### src/rtl/ip_feeder.sv
// ip_feeder: streams 4-lane x/w chunks into an external inner-product unit,
// carries the running partial sum between chunks and returns the final dot
// product over a valid/ready result handshake.
// Optional feature: define IP_FEEDER_BIAS_EN to add a bias input that seeds
// the accumulation (first chunk then adds bias, zero chunks returns bias).
module ip_feeder #(
  parameter int unsigned bitwidth = 8,
  parameter int unsigned cntwidth = 8
) (
  input  logic                  clk,
  input  logic                  reset,
  input  logic                  start,
  input  logic [cntwidth-1:0]   num_chunks,
`ifdef IP_FEEDER_BIAS_EN
  input  logic [bitwidth-1:0]   bias,
`endif
  input  logic [4*bitwidth-1:0] in_x,
  input  logic [4*bitwidth-1:0] in_w,
  input  logic                  in_valid,
  output logic                  in_ready,
  output logic [bitwidth-1:0]   x_0,
  output logic [bitwidth-1:0]   x_1,
  output logic [bitwidth-1:0]   x_2,
  output logic [bitwidth-1:0]   x_3,
  output logic [bitwidth-1:0]   w_0,
  output logic [bitwidth-1:0]   w_1,
  output logic [bitwidth-1:0]   w_2,
  output logic [bitwidth-1:0]   w_3,
  output logic [bitwidth-1:0]   psum,
  output logic                  sel,
  input  logic [bitwidth-1:0]   sum,
  output logic [bitwidth-1:0]   result,
  output logic                  result_valid,
  input  logic                  result_ready,
  output logic                  busy
);

  typedef enum logic [1:0] {
    IDLE = 2'd0,
    RUN  = 2'd1,
    DONE = 2'd2
  } state_e;

`ifdef IP_FEEDER_BIAS_EN
  localparam bit BiasEn = 1'b1;
  logic [bitwidth-1:0] init_val;
  assign init_val = bias;
`else
  localparam bit BiasEn = 1'b0;
  logic [bitwidth-1:0] init_val;
  assign init_val = '0;
`endif

  state_e              state_q, state_d;
  logic [cntwidth-1:0] remaining_q, remaining_d;
  logic [bitwidth-1:0] psum_q, psum_d;
  logic                first_q, first_d;
  logic [bitwidth-1:0] result_q, result_d;
  logic                result_valid_q, result_valid_d;
  logic                in_ready_q, in_ready_d;
  logic                busy_q, busy_d;
  logic                accept;

  assign accept = in_ready_q & in_valid;

  // Next-state and next-register computation for the feeder FSM.
  always_comb begin
    state_d     = state_q;
    remaining_d = remaining_q;
    psum_d      = psum_q;
    first_d     = first_q;
    result_d    = result_q;
    unique case (state_q)
      IDLE: begin
        if (start) begin
          remaining_d = num_chunks;
          psum_d      = init_val;
          first_d     = 1'b1;
          if (num_chunks == '0) begin
            result_d = init_val;
            state_d  = DONE;
          end else begin
            state_d = RUN;
          end
        end
      end
      RUN: begin
        if (accept) begin
          psum_d      = sum;
          first_d     = 1'b0;
          remaining_d = remaining_q - cntwidth'(1);
          if (remaining_q == cntwidth'(1)) begin
            result_d = sum;
            state_d  = DONE;
          end
        end
      end
      DONE: begin
        if (result_ready) state_d = IDLE;
      end
      default: state_d = IDLE;
    endcase
    in_ready_d     = (state_d == RUN);
    busy_d         = (state_d != IDLE);
    result_valid_d = (state_d == DONE);
  end

  // State and registered-output flops with synchronous reset.
  always_ff @(posedge clk) begin
    if (reset) begin
      state_q        <= IDLE;
      remaining_q    <= '0;
      psum_q         <= '0;
      first_q        <= 1'b1;
      result_q       <= '0;
      result_valid_q <= 1'b0;
      in_ready_q     <= 1'b0;
      busy_q         <= 1'b0;
    end else begin
      state_q        <= state_d;
      remaining_q    <= remaining_d;
      psum_q         <= psum_d;
      first_q        <= first_d;
      result_q       <= result_d;
      result_valid_q <= result_valid_d;
      in_ready_q     <= in_ready_d;
      busy_q         <= busy_d;
    end
  end

  // Lane fan-out and partial-sum feed to the inner-product unit, live only in RUN.
  always_comb begin
    x_0  = '0;
    x_1  = '0;
    x_2  = '0;
    x_3  = '0;
    w_0  = '0;
    w_1  = '0;
    w_2  = '0;
    w_3  = '0;
    psum = '0;
    sel  = 1'b0;
    if (state_q == RUN) begin
      x_0  = in_x[0*bitwidth +: bitwidth];
      x_1  = in_x[1*bitwidth +: bitwidth];
      x_2  = in_x[2*bitwidth +: bitwidth];
      x_3  = in_x[3*bitwidth +: bitwidth];
      w_0  = in_w[0*bitwidth +: bitwidth];
      w_1  = in_w[1*bitwidth +: bitwidth];
      w_2  = in_w[2*bitwidth +: bitwidth];
      w_3  = in_w[3*bitwidth +: bitwidth];
      psum = psum_q;
      sel  = BiasEn | ~first_q;
    end
  end

  assign in_ready     = in_ready_q;
  assign busy         = busy_q;
  assign result       = result_q;
  assign result_valid = result_valid_q;

endmodule

### config.mk
export PLATFORM = sky130hd
export DESIGN_NAME = ip_feeder
export DESIGN_NICKNAME = d
export VERILOG_FILES = /design/src/rtl/ip_feeder.sv
export SDC_FILE = /design/constraint.sdc
export NUM_CORES = 1
export LEC_CHECK = 0
export CAP_MARGIN = 20
export CELL_PAD_IN_SITES_DETAIL_PLACEMENT = 1
export CELL_PAD_IN_SITES_GLOBAL_PLACEMENT = 2
export CORE_ASPECT_RATIO = 1.1
export CORE_UTILIZATION = 14
export CTS_CLUSTER_DIAMETER = 200
export DETAILED_ROUTE_END_ITERATION = 7
export GPL_TIMING_DRIVEN = 0
export PLACE_DENSITY = 0.8
export SLEW_MARGIN = 20
export SYNTH_ARGS = -nofsm -noshare
export SYNTH_HDL_FRONTEND = slang
export SYNTH_SLANG_ARGS = --single-unit
### constraint.sdc
create_clock -name clk -period 1.5 [get_ports clk]
set_input_delay 0.15 -clock clk [delete_from_list [all_inputs] [get_ports clk]]
set_output_delay 0.15 -clock clk [all_outputs]
set_load 0.02 [all_outputs]
==> Word-level counts from Yosys, hierarchy flattened <==
Cells that the tools add are included.
{ "totals": {"reg_bits": 30, "latchBits": 0, "ramBits": 0, "rom_bits": 0, "in_bits": 85, "memories": 0} }
{ "classes": {"n_addsub": 1, "multipliers": 0, "div": 0, "magnitude_cmp": 0, "eq_ne": 9, "shift": 0, "mux": 30, "bitwise": 2, "reduce_logical": 6} }
{ "ops": {"columns": ["operator", "n"], "rows": [
  ["two-way mux 8 bit", 17],
  ["one-hot mux 8 bit (2 select lines)", 3],
  ["two-way mux 2 bit", 5],
  ["== test 8 x 1 -> 1 bit (second input constant)", 1],
  ["logical NOT 8 bit", 1],
  ["!= test 2 bit (second input constant)", 4],
  ["subtractor 8 x 1 -> 8 bit (second input constant)", 1],
  ["one-hot mux 2 bit (3 select lines)", 1],
  ["AND reduction 5 bit", 1],
  ["== test 2 x 1 -> 1 bit (second input constant)", 2],
  ["== test 2 bit (second input constant)", 2],
  ["nonzero test 2 bit", 2],
  ["two-way mux 1 bit", 3],
  ["AND reduction 3 bit", 1],
  ["logical NOT 2 bit", 1],
  ["one-hot mux 1 bit (2 select lines)", 1],
  ["bitwise AND 1 bit", 1],
  ["inverter 1 bit", 1]
]} }

==> Logic depth before layout (Yosys ltp) <==
{ "depth": {"ltp_word": 5, "depth_mapped": 7, "ltp_nobuf": 6} }

==> Worst setup path after synthesis <==
OpenSTA, ideal clock, no wires.
{ "synth_path": {"path_kind": "register to output", "start": "register state_q[0]", "end": "output w_0[0]", "arrival_ns": 1.350, "path_slack_ns": 0.000, "path_stages_with_launch": 7, "n_path_buf": 4, "cell_sequence": "dfxtp_1 -> buf_4 -> nor2b_1 -> buf_2 -> buf_2 -> clkbuf_1 -> and2_1"} }
{ "synth_between": {"elab_chain_len": 2} }
{ "synth_lines": {"columns": ["element", "line_no", "text"], "rows": [
  ["start, declared", "54", "state_e state_q, state_d;"],
  ["start signal, assigned", "120", "state_q <= state_d;"],
  ["== test 2 x 1 -> 1 bit", "143", "if (state_q == RUN) begin"],
  ["two-way mux 8 bit", "143", null],
  ["end, declared", "25", "output logic [bitwidth-1:0] w_0,"]
]} }
No other way between the ends.

==> Worst setup path after layout <==
{ "layout_path": {"start": "register state_q[0]", "end": "output x_2[5]"} }
{ "layout_between": {"elab_chain_len": 2} }
{ "layout_lines": {"columns": ["element", "line_no", "text"], "rows": [
  ["== test 2 x 1 -> 1 bit", "143", null],
  ["two-way mux 8 bit", "143", null],
  ["end, declared", "23", "output logic [bitwidth-1:0] x_2,"]
]} }
No other way between the ends.

==> results.yml <==
floorplanning:
  io_pins: 169
  die_area_um2: 15100
  core.rowCount: 46
  dieHeight_um: 129
  fp.dieW_um: 117
  core_um2: 14400
  start_util: 0.143
grt:
  grt_max_degree: 11
  antenna_found_initial: 0
  grt-ovfl-total: 0
  first_global_vias: 2923
  grt_pass1_wl_mm: 17.0
  grt_usage: 0.147
clocking:
  clockBufferDepth: 2
  cts_made_buffers: 5
  clk_latency_ps: 280
  hold_buffers: 0
  clock_sinks: 30
  cts_root_buffer: "clkbuf_16"
  clk_pin_slew_ps: 50
  cts_tree: "done"
  htreeDepth: 2
placement:
  portBuffers: 167
  post-dp-hpwl_mm: 8.34
  routabilityCongestion: 0.899
  place_inst: 623
detailed_routing:
  ant_nets: 0
  dr.pass1.iters: 4
  wire_per_inst_um: 18.0
  drc: 0
  vias: 2757
  wl_mm: 12.0
  via_per_inst: 4.13
  drtIter0Drc: 87
setup_path:
  critical_path_required_ps: 1350
  cp-start-kind: "flop"
  cp_max_fo: 8
  critical_path_class: "flop to output pin"
  r2r-end: "result[1]$_SDFFE_PP0P_"
  endpoint_kind: "output pin"
  worst-r2r-cell-count: 8
  critPathArrivalTime_ps: 1570
  reg2reg_slack_ps: -200
  r2r-start: "state_q[0]$_SDFF_PP0_"
  crit_start: "state_q[0]$_SDFF_PP0_"
synth:
  synth.distinct_cells: 44
  synth_seq_area_share: 0.293
  synth_area_um2: 2050
  synth_top_area_share: 0.293
  synth_edf_count: 0
  synth_flop_cell: "dfxtp_1"
  syn_area_per_cell_um2: 7.77
  synth_seq_cells: 30
  netlist_instances: 264
  syn-num-nets: 351
  synth.area.top_cells: "dfxtp_1 29%, and2_1 20%, nor2_1 5.1%"
  yosys_warnings: 0
  yosysTopAreaCell: "dfxtp_1"
  synthArstFlopShare: 0
power_and_ir_drop:
  p_leak_nw: 2.14
  power_density_nw_per_um2: 726
  worst_ir_drop_vdd_mv: 0.384
  power.total_mw: 3.73
worst_hold_path:
  hp-class: "primary input to flop"
  hold_depth: 2
  hold_end: "remaining_q[3]$_SDFFE_PP0P_"
  hold_path_startpoint: "reset"
timing:
  tightest_slew_ps: 606
  timing.final.crit_share: 1.15
  final.setup.tns_ps: -12750
  slew_viol_final: 0
  fmax_ghz: 0.582
  hold_violations: 0
  post-route-min-period_ps: 1720
  final-setup-viol-count: 78
  grt_setup_unrepaired: "true"
  worst_slack_ps: -219
  whs_ps: 370
  slew_headroom: 0.596
  fin_skew_ps: 4.38
outcome:
  violations: "negative setup slack"
  status: "finished, violations left"
final_layout:
  finalNonFillerCells: 667
  final_nets: 561
  antenna_cells: 0
  fill_cells: 1676
  layout-drive-gt1-share: 0.526
  syn2layout_area_growth_pct: 150
run:
  cap_viol_max_count: 0
[where the power goes]
part | internal (mW) | switching (mW) | leakage (nW)
logic | 1.03 | 0.776 | 1.82
clock network | 0.656 | 0.361 | 0.0729
registers | 0.846 | 0.0581 | 0.246
[routing by layer]
metal	vias up	global-route usage	wire, um
met2	68	0.281	6660
met3	16	0.0275	471
met4	0	0.0374	295
li1	1306	-	-
met5	-	0	0
met1	1367	0.166	4560
[repair_timing]
item	4_1_cts	5_1_grt
setup endpoints to repair	98	101
resized for setup	532	86
setup buffers	13	15
pin swaps	50	10
cloned	7	3
endpoints found under the hold margin	0	0
[flip-flops by register name, summed over array words and instances (netlist names)]
register	count
in_ready	1
first_q	1
result	8
state_q	2
busy	1
psum_q	8
remaining_q	8
result_valid	1
[logic make-up (layout without fill, tap and decap cells)]
group | Yosys count | after routing | synth area share
fa+ha+maj | 2 | 2 | 0.0122
mux | 8 | 8 | 0.0439
buf+inv | 32 | 243 | 0.0732
flops | 30 | 30 | 0.293
compound gates | 43 | 43 | 0.146
simple gates | 149 | 149 | 0.431
[through the flow]
stage | setup WS (ps) | utilization | area, um2
after floorplan | 0.196 | - | 2070
after global placement | -973 | 0.276 | 3980
after detailed placement | -1010 | 0.276 | 3980
after CTS | -223 | 0.326 | 4700
after global routing | -273 | 0.357 | 5130
final | -219 | 0.357 | 5130
[cell type report]
class                           count  area (um2)  area share
Multi-Input combinational cell    202        1670       0.325
Buffer                             20         268      0.0522
Timing Repair Buffer              204        2150       0.419
Clock buffer                        6         139      0.0271
Inverter                           11        43.8     0.00853
Clock inverter                      2        12.5     0.00244
Sequential cell                    30         609       0.119
Tap cell                          192         240      0.0468
[synth_stat cells (5+ instances only)]
cell      number
and2_1        66
inv_1         11
nand2b_1       5
o21ai_0        7
clkbuf_1      10
dfxtp_1       30
a21oi_1       12
nand2_1       22
buf_2          7
nand4b_1       8
a211o_2        6
nor2_1        28
mux2_2         8
[worst max-delay path by stage]
stage	endpoint	cells past startpoint
floorplan	w_0[2]	6
global placement	w_0[2]	7
detailed placement	x_1[4]	7
CTS	x_1[4]	7
global route	x_2[5]	7
finish	x_2[5]	7
[cell usage in the layout, fill, tap and decap left out, types with 3 or more instances in the layout]
master | Yosys | final
nand4b_1 | 8 | 8
nor2_4 | 0 | 3
buf_8 | 0 | 11
a211o_1 | 3 | 3
a21oi_1 | 12 | 12
dfxtp_1 | 30 | 25
o21ai_0 | 7 | 6
clkdlybuf4s50_1 | 0 | 93
nand2_1 | 22 | 20
buf_6 | 1 | 80
dfxtp_2 | 0 | 4
mux2_4 | 0 | 8
a211o_2 | 6 | 6
buf_4 | 2 | 23
clkbuf_8 | 0 | 4
clkbuf_16 | 0 | 9
nor2_2 | 0 | 6
nor4_4 | 0 | 3
inv_1 | 11 | 9
clkbuf_1 | 10 | 3
nor2_1 | 28 | 19
and2_4 | 0 | 64
nand2b_1 | 5 | 4
[worst max-delay path, cell delays in order (launching register included)]
cell and delay, ps:
dfxtp_2 330, buf_6 100, nor2b_4 150, buf_8 150, buf_12 150, clkbuf_8 150, and2_4 140, buf_6 110
(Power assumes the default switching activity.)
